File: src/rtl/rv_dmem_responder_pkg.sv
// Shared definitions for the uRV data-memory responder: FSM encoding,
// wait-counter sizing and the address range helper.
package rv_dmem_responder_pkg;

   typedef enum logic [1:0] {
      DM_STATE_IDLE   = 2'd0,
      DM_STATE_ACCESS = 2'd1,
      DM_STATE_WAIT   = 2'd2,
      DM_STATE_DONE   = 2'd3
   } dm_state_e;

   localparam int unsigned DM_WAIT_MAX   = 15;
   localparam int unsigned DM_WAIT_CNT_W = 4;

   // True when the byte address lies above the SRAM's word space.
   function automatic logic dm_addr_out_of_range(input logic [31:0] addr,
                                                 input int unsigned addr_width);
      logic [31:0] upper;
      upper = addr >> (addr_width + 2);
      return (upper != 32'd0);
   endfunction

endpackage

File: src/rtl/rv_dmem_responder_if.sv
// Bundle of the core-side data-memory handshake and the SRAM port.
// slave: the responder; master: core plus SRAM (or a testbench standing in for both).
interface rv_dmem_responder_if #(
   parameter int unsigned ADDR_WIDTH = 14
);

   logic [31:0]           dm_addr_i;
   logic [31:0]           dm_data_s_i;
   logic [3:0]            dm_data_select_i;
   logic                  dm_load_i;
   logic                  dm_store_i;
   logic [31:0]           dm_data_l_o;
   logic                  dm_load_done_o;
   logic                  dm_store_done_o;
   logic                  dm_busy_o;
   logic                  dm_err_o;
   logic [ADDR_WIDTH-1:0] mem_addr_o;
   logic [31:0]           mem_wdata_o;
   logic [3:0]            mem_we_o;
   logic                  mem_re_o;
   logic [31:0]           mem_rdata_i;

   modport slave (
      input  dm_addr_i, dm_data_s_i, dm_data_select_i, dm_load_i, dm_store_i, mem_rdata_i,
      output dm_data_l_o, dm_load_done_o, dm_store_done_o, dm_busy_o, dm_err_o,
      output mem_addr_o, mem_wdata_o, mem_we_o, mem_re_o
   );

   modport master (
      output dm_addr_i, dm_data_s_i, dm_data_select_i, dm_load_i, dm_store_i, mem_rdata_i,
      input  dm_data_l_o, dm_load_done_o, dm_store_done_o, dm_busy_o, dm_err_o,
      input  mem_addr_o, mem_wdata_o, mem_we_o, mem_re_o
   );

endinterface

File: src/rtl/rv_dmem_responder.sv
// Memory-side responder of the uRV data-memory interface. One access in flight:
// IDLE -> ACCESS (SRAM strobe) -> WAIT (WAIT_STATES cycles) -> DONE (done pulse).
// With WAIT_STATES=0 the SRAM data only arrives in the DONE cycle, so the load
// result is forwarded straight from the SRAM during that cycle and registered after.
module rv_dmem_responder
   import rv_dmem_responder_pkg::*;
#(
   parameter int unsigned WAIT_STATES = 1,
   parameter int unsigned ADDR_WIDTH  = 14
) (
   input  logic               clk_i,
   input  logic               rst_n_i,
   rv_dmem_responder_if.slave bus
);

   localparam logic [DM_WAIT_CNT_W-1:0] WAIT_INIT   = 4'(WAIT_STATES);
   localparam bit                       READ_BYPASS = (WAIT_STATES == 0);

   dm_state_e              state_q, state_d;
   logic [3:0]             cnt_q, cnt_d;
   logic                   is_store_q, is_store_d;
   logic                   oor_q, oor_d;
   logic                   collide_q, collide_d;
   logic [31:0]            data_q, data_d;
   logic                   mem_re_q, mem_re_d;
   logic [3:0]             mem_we_q, mem_we_d;
   logic [ADDR_WIDTH-1:0]  mem_addr_q, mem_addr_d;
   logic [31:0]            mem_wdata_q, mem_wdata_d;
   logic                   load_done_q, load_done_d;
   logic                   store_done_q, store_done_d;
   logic                   err_q, err_d;
   logic                   enter_done;
   logic                   req_oor;
   logic [31:0]            rdata_word;

   assign rdata_word = oor_q ? 32'h0 : bus.mem_rdata_i;

   // Next-state, request capture, SRAM strobes and completion pulses.
   always_comb begin
      state_d      = state_q;
      cnt_d        = cnt_q;
      is_store_d   = is_store_q;
      oor_d        = oor_q;
      collide_d    = collide_q;
      data_d       = data_q;
      mem_re_d     = 1'b0;
      mem_we_d     = 4'h0;
      mem_addr_d   = '0;
      mem_wdata_d  = 32'h0;
      load_done_d  = 1'b0;
      store_done_d = 1'b0;
      err_d        = 1'b0;
      enter_done   = 1'b0;
      req_oor      = dm_addr_out_of_range(bus.dm_addr_i, ADDR_WIDTH);

      case (state_q)
         DM_STATE_IDLE: begin
            if (bus.dm_load_i || bus.dm_store_i) begin
               state_d    = DM_STATE_ACCESS;
               is_store_d = bus.dm_store_i;
               collide_d  = bus.dm_load_i && bus.dm_store_i;
               oor_d      = req_oor;
               if (!req_oor) begin
                  mem_addr_d = bus.dm_addr_i[ADDR_WIDTH+1:2];
                  if (bus.dm_store_i) begin
                     mem_we_d    = bus.dm_data_select_i;
                     mem_wdata_d = bus.dm_data_s_i;
                  end else begin
                     mem_re_d = 1'b1;
                  end
               end
            end
         end
         DM_STATE_ACCESS: begin
            cnt_d = WAIT_INIT;
            if (WAIT_INIT == 4'd0) begin
               enter_done = 1'b1;
            end else begin
               state_d = DM_STATE_WAIT;
            end
         end
         DM_STATE_WAIT: begin
            cnt_d = cnt_q - 4'd1;
            if (cnt_q <= 4'd1) begin
               enter_done = 1'b1;
            end
         end
         DM_STATE_DONE: begin
            state_d = DM_STATE_IDLE;
            if (READ_BYPASS && !is_store_q) begin
               data_d = rdata_word;
            end
         end
         default: state_d = DM_STATE_IDLE;
      endcase

      if (enter_done) begin
         state_d      = DM_STATE_DONE;
         load_done_d  = !is_store_q;
         store_done_d = is_store_q;
         err_d        = oor_q || collide_q;
         if (!READ_BYPASS && !is_store_q) begin
            data_d = rdata_word;
         end
      end
   end

   // State, captured request and registered outputs; reset aborts any access at once.
   always_ff @(posedge clk_i or negedge rst_n_i) begin
      if (!rst_n_i) begin
         state_q      <= DM_STATE_IDLE;
         cnt_q        <= 4'h0;
         is_store_q   <= 1'b0;
         oor_q        <= 1'b0;
         collide_q    <= 1'b0;
         data_q       <= 32'h0;
         mem_re_q     <= 1'b0;
         mem_we_q     <= 4'h0;
         mem_addr_q   <= '0;
         mem_wdata_q  <= 32'h0;
         load_done_q  <= 1'b0;
         store_done_q <= 1'b0;
         err_q        <= 1'b0;
      end else begin
         state_q      <= state_d;
         cnt_q        <= cnt_d;
         is_store_q   <= is_store_d;
         oor_q        <= oor_d;
         collide_q    <= collide_d;
         data_q       <= data_d;
         mem_re_q     <= mem_re_d;
         mem_we_q     <= mem_we_d;
         mem_addr_q   <= mem_addr_d;
         mem_wdata_q  <= mem_wdata_d;
         load_done_q  <= load_done_d;
         store_done_q <= store_done_d;
         err_q        <= err_d;
      end
   end

   assign bus.dm_data_l_o     = (READ_BYPASS && load_done_q) ? rdata_word : data_q;
   assign bus.dm_load_done_o  = load_done_q;
   assign bus.dm_store_done_o = store_done_q;
   assign bus.dm_busy_o       = (state_q != DM_STATE_IDLE);
   assign bus.dm_err_o        = err_q;
   assign bus.mem_addr_o      = mem_addr_q;
   assign bus.mem_wdata_o     = mem_wdata_q;
   assign bus.mem_we_o        = mem_we_q;
   assign bus.mem_re_o        = mem_re_q;

endmodule
File: src/flat_wrapper.sv
// flat-port wrapper written by rule: the top's interface ports become plain ports
module rv_dmem_responder_flat import rv_dmem_responder_pkg::*;
#(
   parameter int unsigned WAIT_STATES = 1,
   parameter int unsigned ADDR_WIDTH  = 14
)
  (clk_i, rst_n_i, bus_dm_addr_i, bus_dm_data_s_i, bus_dm_data_select_i, bus_dm_load_i, bus_dm_store_i, bus_mem_rdata_i, bus_dm_data_l_o, bus_dm_load_done_o, bus_dm_store_done_o, bus_dm_busy_o, bus_dm_err_o, bus_mem_addr_o, bus_mem_wdata_o, bus_mem_we_o, bus_mem_re_o);
  rv_dmem_responder_if #(.ADDR_WIDTH(ADDR_WIDTH)) bus_i ();
  input  logic clk_i;
  input  logic rst_n_i;
  input wire logic [$bits(bus_i.dm_addr_i)-1:0] bus_dm_addr_i;
  input wire logic [$bits(bus_i.dm_data_s_i)-1:0] bus_dm_data_s_i;
  input wire logic [$bits(bus_i.dm_data_select_i)-1:0] bus_dm_data_select_i;
  input wire logic [$bits(bus_i.dm_load_i)-1:0] bus_dm_load_i;
  input wire logic [$bits(bus_i.dm_store_i)-1:0] bus_dm_store_i;
  input wire logic [$bits(bus_i.mem_rdata_i)-1:0] bus_mem_rdata_i;
  output wire logic [$bits(bus_i.dm_data_l_o)-1:0] bus_dm_data_l_o;
  output wire logic [$bits(bus_i.dm_load_done_o)-1:0] bus_dm_load_done_o;
  output wire logic [$bits(bus_i.dm_store_done_o)-1:0] bus_dm_store_done_o;
  output wire logic [$bits(bus_i.dm_busy_o)-1:0] bus_dm_busy_o;
  output wire logic [$bits(bus_i.dm_err_o)-1:0] bus_dm_err_o;
  output wire logic [$bits(bus_i.mem_addr_o)-1:0] bus_mem_addr_o;
  output wire logic [$bits(bus_i.mem_wdata_o)-1:0] bus_mem_wdata_o;
  output wire logic [$bits(bus_i.mem_we_o)-1:0] bus_mem_we_o;
  output wire logic [$bits(bus_i.mem_re_o)-1:0] bus_mem_re_o;
  assign bus_i.dm_addr_i = bus_dm_addr_i;
  assign bus_i.dm_data_s_i = bus_dm_data_s_i;
  assign bus_i.dm_data_select_i = bus_dm_data_select_i;
  assign bus_i.dm_load_i = bus_dm_load_i;
  assign bus_i.dm_store_i = bus_dm_store_i;
  assign bus_i.mem_rdata_i = bus_mem_rdata_i;
  assign bus_dm_data_l_o = bus_i.dm_data_l_o;
  assign bus_dm_load_done_o = bus_i.dm_load_done_o;
  assign bus_dm_store_done_o = bus_i.dm_store_done_o;
  assign bus_dm_busy_o = bus_i.dm_busy_o;
  assign bus_dm_err_o = bus_i.dm_err_o;
  assign bus_mem_addr_o = bus_i.mem_addr_o;
  assign bus_mem_wdata_o = bus_i.mem_wdata_o;
  assign bus_mem_we_o = bus_i.mem_we_o;
  assign bus_mem_re_o = bus_i.mem_re_o;
  rv_dmem_responder #(.WAIT_STATES(WAIT_STATES), .ADDR_WIDTH(ADDR_WIDTH)) u_core (.clk_i(clk_i), .rst_n_i(rst_n_i), .bus(bus_i));
endmodule
File: config.mk
export PLATFORM = sky130hd
export DESIGN_NAME = rv_dmem_responder_flat
export DESIGN_NICKNAME = d
export VERILOG_FILES = /design/src/rtl/rv_dmem_responder_pkg.sv /design/src/rtl/rv_dmem_responder_if.sv /design/src/rtl/rv_dmem_responder.sv /design/src/flat_wrapper.sv
export SDC_FILE = /design/constraint.sdc
export NUM_CORES = 1
export LEC_CHECK = 0
export BUFFER_PORTS_ARGS = -buffer_cell sky130_fd_sc_hd__buf_2
export CAP_MARGIN = 5
export CORE_MARGIN = 2
export CORE_UTILIZATION = 46
export CTS_CLUSTER_DIAMETER = 200
export DETAILED_ROUTE_END_ITERATION = 10
export PLACE_DENSITY = 0.8
export SLEW_MARGIN = 25
export SYNTH_ARGS = -nofsm -noshare
export SYNTH_HDL_FRONTEND = slang
export SYNTH_SLANG_ARGS = --single-unit
File: constraint.sdc
create_clock -name clk_i -period 2.46 [get_ports clk_i]
set_input_delay 0.492 -clock clk_i [delete_from_list [all_inputs] [get_ports clk_i]]
set_output_delay 0.492 -clock clk_i [all_outputs]
set_load 0.02 [all_outputs]
# After elaboration in Yosys (flattened, before gate mapping)
# Cells that the tools add are included.
# Widths: inputs -> output; s select.
# word_totals
reg_bits	95
inputBits	104
output_inout_bits	87
elab_cells	57
# op_classes
add_sub_neg	1
order_cmp	1
n_eq_ne	4
n_mux	25
n_bitwise	1
reduce_logical	12
# ops
operator	n
$mux 32	5
$mux 14	3
$reduce_bool 32->1	1
$mux 4	4
$mux 1	9
$pmux 4 s2	1
$pmux 2 s3	1
$reduce_and 2->1	3
$eq 2x2->1 const B	2
$le 4x1->1 const B	1
$mux 2	2
$reduce_bool 2->1	2
$reduce_bool 4->1	1
$sub 4x1->4 const B	1
$ne 3x1->1 const B	1
$eq 2x1->1 const B	1
$logic_not 2->1	1
$logic_or 1x1->1	2
$logic_and 1x1->1	1
$logic_not 1->1	1
$not 1->1	1

# Logic depth before layout (Yosys ltp)
# depth
ltp_word	5
mapped_depth	7
depth_no_buf	5

# Worst setup path after synthesis
# OpenSTA, ideal clock, no wires.
# synth_timing
kind	reg-to-reg
startpoint	register u_core.state_q[0]
endpoint	register u_core.data_q[0] (netlist: u_core.bus.dm_data_l_o[0])
setup_time_ns	0.125
arrival_ns	1.600
required_ns	2.335
path_slack_ns	0.735
stages_incl_launch_ff	7
n_path_buf	1
synth_period_minus_slack_ns	1.725
path_cell_list	dfrtp_1 inv_1 ha_1 o21ai_1 nor4_4 buf_6 mux2_2
# synth_via
elab_chain_cells	3
# synth_lines
element	line	text
start, declared	rv_dmem_responder.sv:19	dm_state_e state_q, state_d;
start signal, assigned	rv_dmem_responder.sv:125	state_q <= state_d;
$eq 2x2->1	rv_dmem_responder.sv:56	case (state_q)
$mux 1	rv_dmem_responder.sv:56	
$reduce_and 2->1 (no line)	--	
end signal, assigned	rv_dmem_responder.sv:130	data_q <= data_d;
end, declared	rv_dmem_responder.sv:24	logic [31:0] data_q, data_d;
# No other way between the ends.
# A chain may end at the register's enable or synchronous reset.

# Worst setup path after layout
# layout_timing
startpoint	register u_core.state_q[1]
endpoint	output port bus_dm_busy_o
# layout_via
elab_chain_cells	1
# layout_lines
element	line	text
$reduce_bool 2->1	rv_dmem_responder.sv:144	assign bus.dm_busy_o = (state_q != DM_STATE_IDLE);
end, declared	flat_wrapper.sv:20	output wire logic [$bits(bus_i.dm_busy_o)-1:0] bus_dm_busy_o;
# No other way between the ends.

==> results by group <==
Clock tree
  – CTS Buf Count: 9
  – Clock sink total: 95
  – Clock Tree Buf Depth: 2
  – CTS root buf: clkbuf_8
  – Clock Pin Slew Worst Setup and Hold Paths: 0.09 ns
  – PostCTS Resize Cnt: 0
  – CTS tree: yes
  – Post-CTS setup buffers: 0
  – Clk_lat worst skew: 0.35 ns
  – H-tree depth: 3
  – Hold buffer count at CTS: 0

Floorplan
  – Area of the core: ~8300 sq um
  – Rows: 33
  – DIE AREA: 9320 sq um
  – Starting density of the core: 0.477
  – Die height: 96.5 um
  – # IOs: 191
  – Chip width: 96.5 um

Pwr
  – Pwr/cell area: 686 nW/um^2
  – Leak pwr: 2.98 nW
  – Worst VDD drop: about 0.43 mV
  – Pwr Total: between 3 and 4 mW

Routing
  – Routed vias: just under 3,000
  – DRT iter0 DRCs: 54
  – Antenna-violating nets left: 0
  – Drt drc: 0
  – Routed vias/inst: around 4.7
  – DR pass1 iterations: 4
  – Wirelength, routed: 8510 um
  – Drt wl/cell: 13.4 um

Synth
  – Synth Instances: 334
  – Top area cells in the synthesized netlist: dfrtp_1 60%, mux2_2 9.4%, inv_1 5.5%
  – Cell area after synthesis: 3940 sq um
  – Syn Nets: 444
  – Sequential area share after synthesis: 0.604
  – Yosys warns: 0
  – Post-synth cell types: 26
  – Post-synth top area share: 0.604
  – #FFs+latches synth: 95
  – Avg Cell Area, Syn: about 12 sq um
  – Leading area contributor after synthesis: dfrtp_1

Run status
  – Status: finished clean

Cells and area
  – Final Cell Area: 5180 sq um
  – Share of cells above drive strength 1: 0.502
  – Nets: 633
  – Layout area overhead: 31.4%
  – Layout Utilization: 0.627
  – Antenna cells: 0
  – Post-Layout Cell Count: 633

STA
  – Final worst-path cycle share: 0.798
  – Worst Tran Pin Value: 0.529 ns
  – Slew Limit Fails: 0
  – RSZ-0062 raised after global routing: no
  – F_max: 0.509 GHz
  – Min Tclk post-route: 1.96 ns
  – Worst clock skew: 0.0205 ns
  – Final setup violation count: 0
  – Worst slew margin: 0.646
  – Hold Vio Cnt, Final: 0
  – Setup Total Neg Slack: 0 ns

Critical path
  – CP Cell Sequence: inv_1 > ha_1 > inv_1 > buf_2
  – Most frequent CP cell: inv_1
  – R2R Path End: u_core.bus.dm_data_l_o[7]
  – CP Buf/Inv Count: 3
  – CP Capture Type: output port
  – Critical Path Start Type: flop
  – CP Max Fanout: 9
  – Critical Path Slowest Stage Cell: dfrtp_1
  – Reg2Reg Depth: 6
  – Crit-path max cell delay: 0.42 ns
  – Worst reg2reg setup slack: 0.57 ns
  – Worst reg2reg path startpoint: u_core.state_q[0]
  – WP data required: 1.97 ns
  – Setup CP Type: flop to output port
  – Critical Path AT: 1.47 ns
  – Crit path max-delay family: flip-flops

Placed design
  – Area post-placement: 4990 sq um
  – Placer Congestion: 0.720
  – Number of cells after detailed placement: 617
  – DP HPWL: between 6000 and 7000 um
  – IO Port Bufs: between 150 and 200

Global route
  – Vias in the first global route: 2,893
  – GR Util All Layers: 0.182
  – First-pass GRT wire length: 13,000 um
  – Initial antenna violation count: 0
  – Maximum number of pins on one net before global-route repair: 46
  – Congestion Overflow GR: 0

Flow run
  – Max_cap viols: 0

Min path
  – HP Class: input port to async pin
## logic make-up (layout without fill, tap and decap cells)
logic type               count (synthesis)  in the layout  synth area share
multiplexers                            33             33            0.0943
AO/OA/AOI/OAI                           14             14            0.0203
flip-flops                              95             95             0.604
adder cells (fa/ha/maj)                  6              6            0.0191
buffers and inverters                   74            268            0.0816
AND/OR/NAND/NOR                        112            112             0.181
## flip-flops by register name, indices dropped and copies added (netlist names)
| register | flops |
|---|---|
| u_core.bus.dm_data_l_o | 32 |
| u_core.bus.dm_err_o | 1 |
| u_core.bus.dm_load_done_o | 1 |
| u_core.bus.dm_store_done_o | 1 |
| u_core.bus.mem_addr_o | 14 |
| u_core.bus.mem_re_o | 1 |
| u_core.bus.mem_wdata_o | 32 |
| u_core.bus.mem_we_o | 4 |
| u_core.cnt_q | 4 |
| u_core.collide_q | 1 |
| u_core.is_store_q | 1 |
| u_core.oor_q | 1 |
| u_core.state_q | 2 |
## per-layer routing
layer | vias to the layer above | GRT usage | part of all wire
li1 | 1445 | - | -
met1 | 1380 | 0.208 | 0.39
met2 | 120 | 0.316 | 0.50
met3 | 7 | 0.0784 | 0.11
met4 | 0 | 0.0434 | 0.0076
met5 | - | 0 | 0
## report_power, final
group | switching (mW) | internal (mW)
logic | 0.514 | 0.355
registers | 0.0808 | 1.66
clock network | 0.538 | 0.405
total | 1.13 | 2.42
## worst max-delay path by stage
stage / start / to / slack [ns] / cells after the start
6_report: u_core.state_q[1] / bus_dm_busy_o / 0.50 / 4
5_1_grt: u_core.state_q[1] / bus_dm_busy_o / 0.39 / 4
4_1_cts: u_core.state_q[1] / bus_dm_busy_o / 0.49 / 4
3_5_place_dp: u_core.cnt_q[0] / u_core.bus.dm_data_l_o[26] / 0.55 / 6
3_3_place_gp: u_core.state_q[0] / u_core.bus.dm_data_l_o[15] / 0.61 / 6
2_1_floorplan: u_core.state_q[0] / u_core.bus.dm_data_l_o[0] / 0.74 / 6
## layout by cell type (no fill, tap or decap), types with 3 or more instances in the layout
master | Yosys | routed
buf_2 | 5 | 187
a21oi_1 | 3 | 3
mux2_2 | 33 | 33
nor3_1 | 34 | 34
nor2_1 | 6 | 6
nand3_1 | 3 | 3
dfrtp_1 | 95 | 95
clkbuf_8 | 0 | 10
nor2b_1 | 33 | 33
nor3_2 | 20 | 20
o21ai_0 | 7 | 7
inv_1 | 58 | 58
nand2_1 | 7 | 7
buf_4 | 0 | 4
nor4_1 | 4 | 4
ha_1 | 6 | 6
clkinv_4 | 0 | 3
buf_12 | 0 | 3
## area by class of cell
class / count / area [sq um]
clock buffers: 11 / 141
clock inverters: 5 / 42.5
fillers: 675 / 3080
inverters: 58 / 218
multi-input cells: 165 / 1240
flip-flops and latches: 95 / 2380
well taps: 105 / 131
repair buffers: 194 / 1030
## stage by stage
step           worst slack, ns  hold slack [ns]
3_3_place_gp             0.605            0.402
2_1_floorplan            0.735            0.196
4_1_cts                  0.487           0.0181
3_5_place_dp             0.546            0.402
6_report                 0.496           0.0242
5_1_grt                  0.386           0.0265
## cells in the mapped netlist, drive strengths merged
| cell type | number |
|---|---|
| nand4 | 1 |
| a21oi | 3 |
| o21a | 1 |
| nor2 | 6 |
| inv | 58 |
| nor3 | 54 |
| nand3 | 3 |
| dfrtp | 95 |
| nand2b | 1 |
| or3 | 2 |
| a31o | 1 |
| a22o | 1 |
| mux2 | 33 |
| o21ai | 8 |
| clkbuf | 5 |
| buf | 11 |
| ha | 6 |
| nor2b | 33 |
| nand2 | 7 |
| nor4 | 5 |
Note: power is estimated with default switching activity, not from simulation.
